===== src/rtl/seg7_scan_mux.sv =====
// seg7_scan_mux: time-multiplexed scanner for a NUM_DIGITS common-segment
// 7-segment display. It shows one nibble at a time with a one-hot anode enable.
// Values are double-buffered, so a frame never mixes old and new digits.
// It also does leading-zero blanking and per-digit decimal points.

// Per-digit leading-zero chain stage: the slot is "zero from here up" when
// its own nibble is zero and every more-significant nibble is zero too.
module seg7_scan_slot (
    input  logic [3:0] nibble,
    input  logic       zero_above,
    output logic       zero_here
);
    assign zero_here = zero_above && (nibble == 4'd0);
endmodule

module seg7_scan_mux #(
    parameter int NUM_DIGITS  = 4,
    parameter int REFRESH_DIV = 2500
) (
    input  logic                    clk,
    input  logic                    rst,
    input  logic [4*NUM_DIGITS-1:0] value_in,
    input  logic [NUM_DIGITS-1:0]   dp_in,
    input  logic                    load,
    input  logic                    blank_en,
    output logic [3:0]              digit_out,
    output logic                    dp_out,
    output logic [NUM_DIGITS-1:0]   an_out,
    output logic                    frame_tick
);
    localparam int PW = (REFRESH_DIV > 1) ? $clog2(REFRESH_DIV) : 1;
    localparam int IW = (NUM_DIGITS > 1) ? $clog2(NUM_DIGITS) : 1;

    logic [PW-1:0]           prescaler;
    logic [IW-1:0]           idx;
    logic [4*NUM_DIGITS-1:0] active_val, pending_val;
    logic [NUM_DIGITS-1:0]   active_dp, pending_dp;
    logic                    pending_flag;

    logic terminal, wrap;
    assign terminal = (prescaler == PW'(REFRESH_DIV - 1));
    assign wrap     = terminal && (idx == IW'(NUM_DIGITS - 1));

    // Prescaler, scan index, frame tick and the double-buffered value.
    // A load on the wrap cycle bypasses the shadow so that it is shown from
    // digit 0 of the frame that starts on this edge.
    always_ff @(posedge clk) begin
        if (rst) begin
            prescaler    <= '0;
            idx          <= '0;
            active_val   <= '0;
            active_dp    <= '0;
            pending_val  <= '0;
            pending_dp   <= '0;
            pending_flag <= 1'b0;
            frame_tick   <= 1'b0;
        end else begin
            prescaler  <= terminal ? '0 : prescaler + PW'(1);
            frame_tick <= wrap;
            if (terminal)
                idx <= wrap ? '0 : idx + IW'(1);
            if (wrap) begin
                if (load) begin
                    active_val <= value_in;
                    active_dp  <= dp_in;
                end else if (pending_flag) begin
                    active_val <= pending_val;
                    active_dp  <= pending_dp;
                end
                pending_flag <= 1'b0;
            end else if (load) begin
                pending_val  <= value_in;
                pending_dp   <= dp_in;
                pending_flag <= 1'b1;
            end
        end
    end

    // zero_from[i]: nibbles NUM_DIGITS-1 down to i are all zero
    logic [NUM_DIGITS:0] zero_from;
    assign zero_from[NUM_DIGITS] = 1'b1;

    for (genvar i = 0; i < NUM_DIGITS; i++) begin : g_slot
        seg7_scan_slot u_slot (
            .nibble     (active_val[4*i +: 4]),
            .zero_above (zero_from[i+1]),
            .zero_here  (zero_from[i])
        );
    end

    logic blanked;
    assign blanked = blank_en && (idx != '0) && zero_from[idx];

    // Output select for the current slot; a blanked slot is fully dark.
    always_comb begin
        digit_out = '0;
        dp_out    = 1'b0;
        an_out    = '0;
        if (!blanked) begin
            digit_out = active_val[4*idx +: 4];
            dp_out    = active_dp[idx];
            an_out    = NUM_DIGITS'(1) << idx;
        end
    end
endmodule

===== config.mk =====
export PLATFORM = sky130hd
export DESIGN_NAME = seg7_scan_mux
export DESIGN_NICKNAME = d
export VERILOG_FILES = /design/src/rtl/seg7_scan_mux.sv
export SDC_FILE = /design/constraint.sdc
export NUM_CORES = 1
export LEC_CHECK = 0
export CORE_UTILIZATION = 59
export DETAILED_ROUTE_END_ITERATION = 12
export GPL_TIMING_DRIVEN = 1
export HOLD_SLACK_MARGIN = 0.15
export PLACE_DENSITY_LB_ADDON = 0.2
export SYNTH_ARGS = -nofsm -noshare
export SYNTH_HDL_FRONTEND = slang
export SYNTH_SLANG_ARGS = --single-unit

===== constraint.sdc =====
create_clock -name clk -period 3.2 [get_ports clk]
set_input_delay 0.64 -clock clk [delete_from_list [all_inputs] [get_ports clk]]
set_output_delay 0.64 -clock clk [all_outputs]
set_load 0.05 [all_outputs]

==> results.txt, run 1 <==
After clock tree synthesis, the repair step resized 0 gates. The sequential fraction of design power is 54.2%. The overall global routing resource usage is 22.98%. Dividing the detail-routed wire length by the instance count gives 14.30 um. The cell total after placement came out at 351. The hold buffer count at CTS is 0. The worst IR drop on VDD is 0.3910 mV. The detailed-routing iteration count for the pre-antenna-repair pass came out at 4. Counting along the longest clock path gives a buffer depth of 2. The number of global-route vias before repair came out at 1936. The first global-routing pass estimated 9.052 mm of wire. The arrival time at the worst endpoint is 2.25 ns. The die span in x is 69.59 um. In this run the worst setup path begins at idx[0]. The worst max-slew margin expressed relative to the limit is 25.19%. The number of endpoints failing setup at the final stage came out at 0. The final antenna diode count came out at 0. The final number of hold-violating endpoints is 0. The post-synthesis instance total is about 280.

In this run the power spent charging and discharging nets is between 0.2 and 0.3 mW. For this block, the initial DRC count from the detailed router was 120. The synthesis-stage register bit count is 56. The run finished with clean final reports. Once detail routing completed, the nets flagged for antenna violations numbered 0.

The clock period could shrink to 2.890 ns. Clock skew on the completed layout was measured at 0.009643 ns. For this block, the routed nets add up to 5.132 mm of wire. The fraction of power consumed by the clock network came out at between 30% and 40%. The total overflow reported by the global router came out at 0. Traced cell by cell, the critical path runs through mux4_2 -> clkdlybuf4s50_1. The summed negative setup slack over all endpoints is 0 ns. The final setup slack of the worst path came out at 0.3101 ns. The final net count is between 300 and 400. Summing internal, switching and leakage power gives 1.334 mW.

The post-synthesis sequential area ratio is 41.60%. The part of the power in combinational logic is 8.8%. The number of max-slew violations in the final report is 0. The power per standard cell area came out at 422.5 nW/um^2. The number of cell rows came out at 24. The effective utilization at floorplan is 61.47%.

After clock tree synthesis, the clock-pin slew on the worst setup and hold paths is 0.10 ns. The net count after synthesis came out at 311. The category of cells accounting for the largest share of critical-path delay is buffers and inverters.

Leaving out fill and tap cells, the most frequent cells in the layout are 56 x sky130_fd_sc_hd__dfxtp_1, 45 x sky130_fd_sc_hd__nand2_1, 28 x sky130_fd_sc_hd__clkdlybuf4s50_1. The number of buffers inserted to repair setup after CTS is 0. The internal power component is 1.048 mW. The analysis attributes to cell leakage a power of 1.157 nW. The placement-stage worst setup slack came out at 0.5527 ns. The critical path is of the flop to output port type. The top achievable clock speed came out at 0.3460 GHz. The number of synthesis warnings came out at 0. The number of buffers created by CTS came out at 5. The max-capacitance violation count came out at 0.

The congestion estimate from routability-driven global placement came to just under 0.8. The synthesized area per cell came out at 9.557 um^2. The startpoint of the tightest hold check path is prescaler[0]. Entering global routing, the biggest net connects slightly above 40 pins. The final period utilization came out at 90.31%. Leaving out filler cells and counting taps, the final layout contains between 300 and 400. The count of unresolved DRC violations after routing is 0. The worst hold path belongs to the class flop to flop. The total number of vias came out at approximately 2100. The clock root buffer is sky130_fd_sc_hd__clkbuf_8. The library cell used most frequently in the layout, excluding fill and tap cells, is sky130_fd_sc_hd__dfxtp_1. Setup repair after global routing left no endpoint under its margin.

The tightest hold path in the finished design has a slack of 0.4565 ns. Counting both buffers and inverters, the worst setup path holds a total of 1. The layout filler cell count came out at 336. The fraction of layout cells with a size suffix above 1 came out at 15.96%. In this run switching power makes up 21.39% of total power. STA classifies the critical path startpoint as a flop.

The number of antenna violations at the first check in global routing is 0. Pin placement for this block handled 34 I/O pins. The maximum fanout along the worst path is 10. On the critical path, the stage with the largest delay is an instance of sky130_fd_sc_hd__clkdlybuf4s50_1. The H-tree generated during clock tree synthesis spans 2 levels. The clock latency at the later pin of the worst-skew pair is 0.30 ns.

The worst path required time came out at 2.56 ns. The CTS tree is yes. The half-perimeter wire length after detailed placement is between 3 and 4 mm. Relative to the synthesized area, the layout overhead comes to 17.13%. The die covers 4842 um^2. The core footprint came out at 4384 um^2. The port buffer count came out at 33. The mapped netlist covers 2695 um^2.

For the pin with the worst max-slew slack, the measured transition is 1.110 ns. In the routed layout, each cell is associated on average with a via count of 5.727. The number of distinct library cell variants in the gate-level netlist after synthesis is 29. The worst register-to-register path begins at idx[0]. The CTS sink count is 56. The element type at the critical path end is an output port.

The height of the die came out at ~70 um. The delay contributed by the slowest stage of the critical path is 0.72 ns.
area by class of cell:
type / count / area (um^2) / share of cell area [%]
clock buffers: 7 / 96.34 / 3.052
clock inverters: 1 / 30.03 / 0.9512
inverters: 4 / 15.01 / 0.4756
multi-input cells: 200 / 1456 / 46.14
flip-flops and latches: 56 / 1121 / 35.51
well taps: 52 / 65.06 / 2.061
repair buffers: 39 / 372.9 / 11.81
cells in the mapped netlist:
master / number / share of area, %
sky130_fd_sc_hd__nand3b_1: 21 / 5.8
sky130_fd_sc_hd__or4b_4: 1 / 0.51
sky130_fd_sc_hd__clkbuf_1: 15 / 2.1
sky130_fd_sc_hd__nand2_1: 45 / 6.3
sky130_fd_sc_hd__buf_6: 3 / 1.3
sky130_fd_sc_hd__o21ai_0: 2 / 0.37
sky130_fd_sc_hd__a211oi_1: 2 / 0.56
sky130_fd_sc_hd__or2_2: 1 / 0.23
sky130_fd_sc_hd__o41ai_1: 1 / 0.33
sky130_fd_sc_hd__or4_4: 1 / 0.42
sky130_fd_sc_hd__or3b_2: 1 / 0.33
sky130_fd_sc_hd__xnor2_1: 8 / 2.6
sky130_fd_sc_hd__nor4_1: 6 / 1.4
sky130_fd_sc_hd__nand3_1: 3 / 0.56
sky130_fd_sc_hd__o31ai_2: 20 / 9.3
sky130_fd_sc_hd__nand4_1: 3 / 0.70
sky130_fd_sc_hd__mux2i_1: 22 / 8.2
sky130_fd_sc_hd__dfxtp_1: 56 / 42
sky130_fd_sc_hd__a21oi_1: 21 / 3.9
sky130_fd_sc_hd__ha_1: 5 / 2.3
sky130_fd_sc_hd__mux4_2: 5 / 4.2
sky130_fd_sc_hd__nor3_1: 5 / 0.93
sky130_fd_sc_hd__nor2b_1: 3 / 0.70
sky130_fd_sc_hd__buf_2: 4 / 0.74
sky130_fd_sc_hd__xor2_1: 2 / 0.65
sky130_fd_sc_hd__nand4b_1: 1 / 0.33
sky130_fd_sc_hd__o41a_1: 1 / 0.42
sky130_fd_sc_hd__nor2_1: 20 / 2.8
sky130_fd_sc_hd__inv_1: 4 / 0.56
power by group through the flow:
stage,Clock [mW],Sequential [mW],Combinational [mW]
finish,0.492,0.723,0.118
CTS,0.502,0.723,0.119
global placement,0,0.739,0.117
global route,0.523,0.726,0.131
detailed placement,0,0.740,0.118
floorplan,0,0.738,0.0701
path summary, 6_finish.rpt:
check	depth (start not counted)	end	slack [ns]
setup / recovery	2	digit_out[1]	0.31
hold / removal	1	prescaler[0]	0.46
setup reg to reg	6	pending_val[12]	0.49
hold reg to reg	1	prescaler[0]	0.46
worst reg2reg max path, stage by stage, from the launching register on:
cell and delay (ns):
sky130_fd_sc_hd__dfxtp_1 0.65, sky130_fd_sc_hd__ha_1 0.30, sky130_fd_sc_hd__inv_1 0.11, sky130_fd_sc_hd__o41ai_2 1.01
sky130_fd_sc_hd__buf_4 0.33, sky130_fd_sc_hd__nand2_1 0.07, sky130_fd_sc_hd__a21oi_1 0.16
layer usage:
layer / global-route usage, % / share of wire (%) / wire length [um]
met3: 3.488 / 3.8 / 197
met4: 6.349 / 0.99 / 51
met1: 31.24 / 47 / 2392
met5: 0 / 0 / 0
met2: 38.08 / 49 / 2490
through the flow:
step                      util [%]  instance area (um^2)
after floorplan                  -                  2695
after global placement       69.12                  3030
after detailed placement     69.12                  3030
after CTS                    72.00                  3157
after global routing         72.00                  3157
final                        72.00                  3157
kinds of logic after synthesis:
group	Yosys count	share of synthesized area, %
multiplexers	27	12.35
buffers and inverters	26	4.642
adder cells (fa/ha/maj)	5	2.321
AND/OR/NAND/NOR	111	20.98
AO/OA/AOI/OAI	47	14.86
flip-flops	56	41.60
XOR/XNOR	10	3.250
sequential cells by signal (all words and copies together), names as in the netlist:
register / flops
prescaler: 12
pending_dp: 4
active_dp: 4
frame_tick: 1
pending_val: 16
idx: 2
active_val: 16
pending_flag: 1
Note: power is estimated with default switching activity, not from simulation.
==> inputs of run 2 (changes only) <==
CORE_UTILIZATION = 30   (was 59)
==> run 2 against run 1 <==
- clock-buffer cell count fell by 1
- utilization decreased by 35 points
- fmax is 0.39% lower
- global-route usage down 10 points
- total power rose by 0.38%
- clock skew is 0.0018 ns lower
- die area increased by 93%
- cell area is 1.6% higher
- non-clock buffer count decreased by 2
- final cell count grew 15%
- combinational power about the same
- critical path depth is 4 higher
- largest power group unchanged
==> results.txt, run 2 (synthesis gave the netlist of run 1 again) <==
The flow ran to the end, and the final reports show no timing, DRC or antenna violations. The total of cells resized after clock tree synthesis came to 0 (unchanged). Compared with the post-synthesis result, the final layout area differs by 18.99%.

The core footprint is 8721 um^2 (+99%). The power per standard cell area is 417.4 nW/um^2 (-1.2%). The total overflow reported by the global router came out at 0 (unchanged). The hold buffer count at CTS came out at 0 (unchanged). The number of buffers created by CTS came out at 5 (unchanged).

The number of H-tree branching levels came out at 2 (unchanged). In the final layout, the registers with the most flip-flops are active_val x16, pending_val x16, prescaler x12. The number of buffers inserted to repair setup after CTS was 0 (unchanged).

The area of the die came out at 9366 um^2 (+93%). The max-capacitance violation count is 0 (unchanged). The clock latency at the later pin of the worst-skew pair was 0.31 ns (about the same). The number of global-route vias before repair came out at 1892 (-2.3%). The number of max-slew violations in the final report is 0 (unchanged). The die span in x came out at 96.78 um (+39%). Setup repair after global routing left no endpoint under its margin. The cell total after placement is 405 (+15%).

The fraction of layout cells with a size suffix above 1 came to 15.41% (-0.55 points). The height of the die came out at 96.78 um (+39%). The layout filler cell count is 896 (+170%).

The effective utilization at floorplan is 30.90% (-31 points). The library cells used most frequently in the layout, excluding fill and tap cells, are 56 x sky130_fd_sc_hd__dfxtp_1, 45 x sky130_fd_sc_hd__nand2_1, 28 x sky130_fd_sc_hd__clkdlybuf4s50_1. The number of antenna violations at the first check in global routing came out at 0 (unchanged). The per-cell via count in the routed design came out at 4.850 (-15%). The routed wire length came to 5.874 mm (+14%). The delay contributed by the slowest stage of the critical path came to 0.62 ns (-0.10 ns).

On the critical path, the stage with the largest delay is an instance of sky130_fd_sc_hd__dfxtp_1. The worst max-slew margin expressed relative to the limit came out at 56.88% (+32 points). The count of unresolved DRC violations after routing came out at 0 (unchanged). The startpoint kind of the worst setup timing path is a flop. The reported leakage power came to 1.143 nW (-1.2%). The final number of hold-violating endpoints is 0 (unchanged). The buffers plus inverters on the worst setup path is 2 (+1).

The number of top-level design ports is 34 (unchanged). The critical path goes through inv_1 -> ha_1 -> nand3b_1 -> a211oi_1 -> nor2_1 -> buf_4. The remaining antenna violation count is 0 (unchanged). The maximum clock insertion buffer count is 2 (unchanged). The most frequent standard cell in the layout excluding fill and tap cells is sky130_fd_sc_hd__dfxtp_1. TritonCTS built the clock tree. The weighted congestion at the end of routability-driven global placement is 0.7523 (-4.0%). The final net count came out at 333 (-0.60%). The share of the core filled with cells in the final layout was 36.77% (-35 points). The largest net degree at the start of global routing came to 41 (unchanged).

The worst min-delay path class is flop to flop. The final period utilization is 90.66% (+0.35 points). The average detailed-routed wire length per instance came out at 14.22 um (-0.51%). The global-route wire length before repair is 9.673 mm (+6.9%). The number of cell rows is 34 (+42%). The half-perimeter wire length after detailed placement was 4.001 mm (+13%).

The overall global routing resource usage was 12.84% (-10 points). The CTS sink count came out at 56 (unchanged). The detailed-routing iteration count for the pre-antenna-repair pass came out at 4 (unchanged). The final antenna diode count is 0 (unchanged). The slew at the pin closest to its max-slew limit came to 0.6468 ns (-0.4632 ns). The type of the setup path with the least slack is flop to output port. The maximum fanout along the worst path came to 10 (unchanged). The arrival time at the worst endpoint is 2.26 ns (about the same).

The count of routing violations after the opening detailed-route iteration is 76 (-37%). The element type at the critical path end is an output port. The kind of cell with the highest combined delay along the critical path is flip-flops.

The tree is rooted in a sky130_fd_sc_hd__clkbuf_8. The clock transition time at the flip-flop clock pins of the worst setup and hold paths is 0.10 ns (about the same). The total number of vias is 2003 (-2.6%). The worst path required time is 2.56 ns (about the same).

The final critical delay including setup and external delays is 2.901 ns (+0.01123 ns). The worst IR drop on VDD is 0.2213 mV (-43%). The number of endpoints failing setup at the final stage came to 0 (unchanged). The final cell count without fillers is 413 (+15%). The top achievable clock speed came out at 0.3447 GHz (-0.39%).

The summed negative setup slack over all endpoints is 0 ns (unchanged). The port buffer count is 33 (unchanged). The post-route clock skew is 0.007882 ns (-0.001760 ns).
[run 2: cell type report]
class	count	area [um^2]	share of cell area [%]
clock buffers	6	82.58	2.575
clock inverters	2	38.79	1.210
inverters	4	15.01	0.4682
multi-input cells	200	1456	45.42
flip-flops and latches	56	1121	34.96
well taps	108	135.1	4.214
repair buffers	37	357.8	11.16
[run 2: final timing paths]
path                            cells after the start             to          from  slack, ns
worst max-delay path                                6      an_out[3]        idx[0]       0.30
worst min-delay path                                1   prescaler[0]  prescaler[0]       0.46
worst max register to register                      5  active_val[6]  prescaler[0]       1.02
worst min register to register                      1   prescaler[0]  prescaler[0]       0.46
[run 2: worst reg2reg max path, delay by kind of cell (launching register included)]
family | cells | cell delay, ns
and+or+nand+nor | 3 | 1.37
DFF | 1 | 0.36
adders and majority gates | 1 | 0.24
AOI/OAI and AO/OA | 1 | 0.07
[run 2: power breakdown]
part / total, mW / switching, mW / internal, mW
Combinational: 0.118 / 0.0611 / 0.0571
Sequential: 0.723 / 0.00889 / 0.714
Clock: 0.497 / 0.241 / 0.257
[run 2: layer usage]
layer	part of all wire, %	vias up	routed length [um]	GRT usage, %
li1	-	1039	-	-
met1	48	932	2839	17.42
met2	48	27	2797	20.48
met3	2.9	5	168	2.962
met4	1.2	0	68	3.444
met5	0	-	0	0
[run 2: metrics by stage]
step	hold WS, ns	cell area (um^2)	power, mW	setup slack (ns)
after global routing	0.4753	3207	1.403	0.05841
after floorplan	0.4175	2695	0.8078	0.4640
after detailed placement	0.4424	3085	0.8604	0.5696
after CTS	0.4579	3207	1.360	0.2524
after global placement	0.4344	3085	0.8581	0.5844
final	0.4552	3207	1.339	0.2989
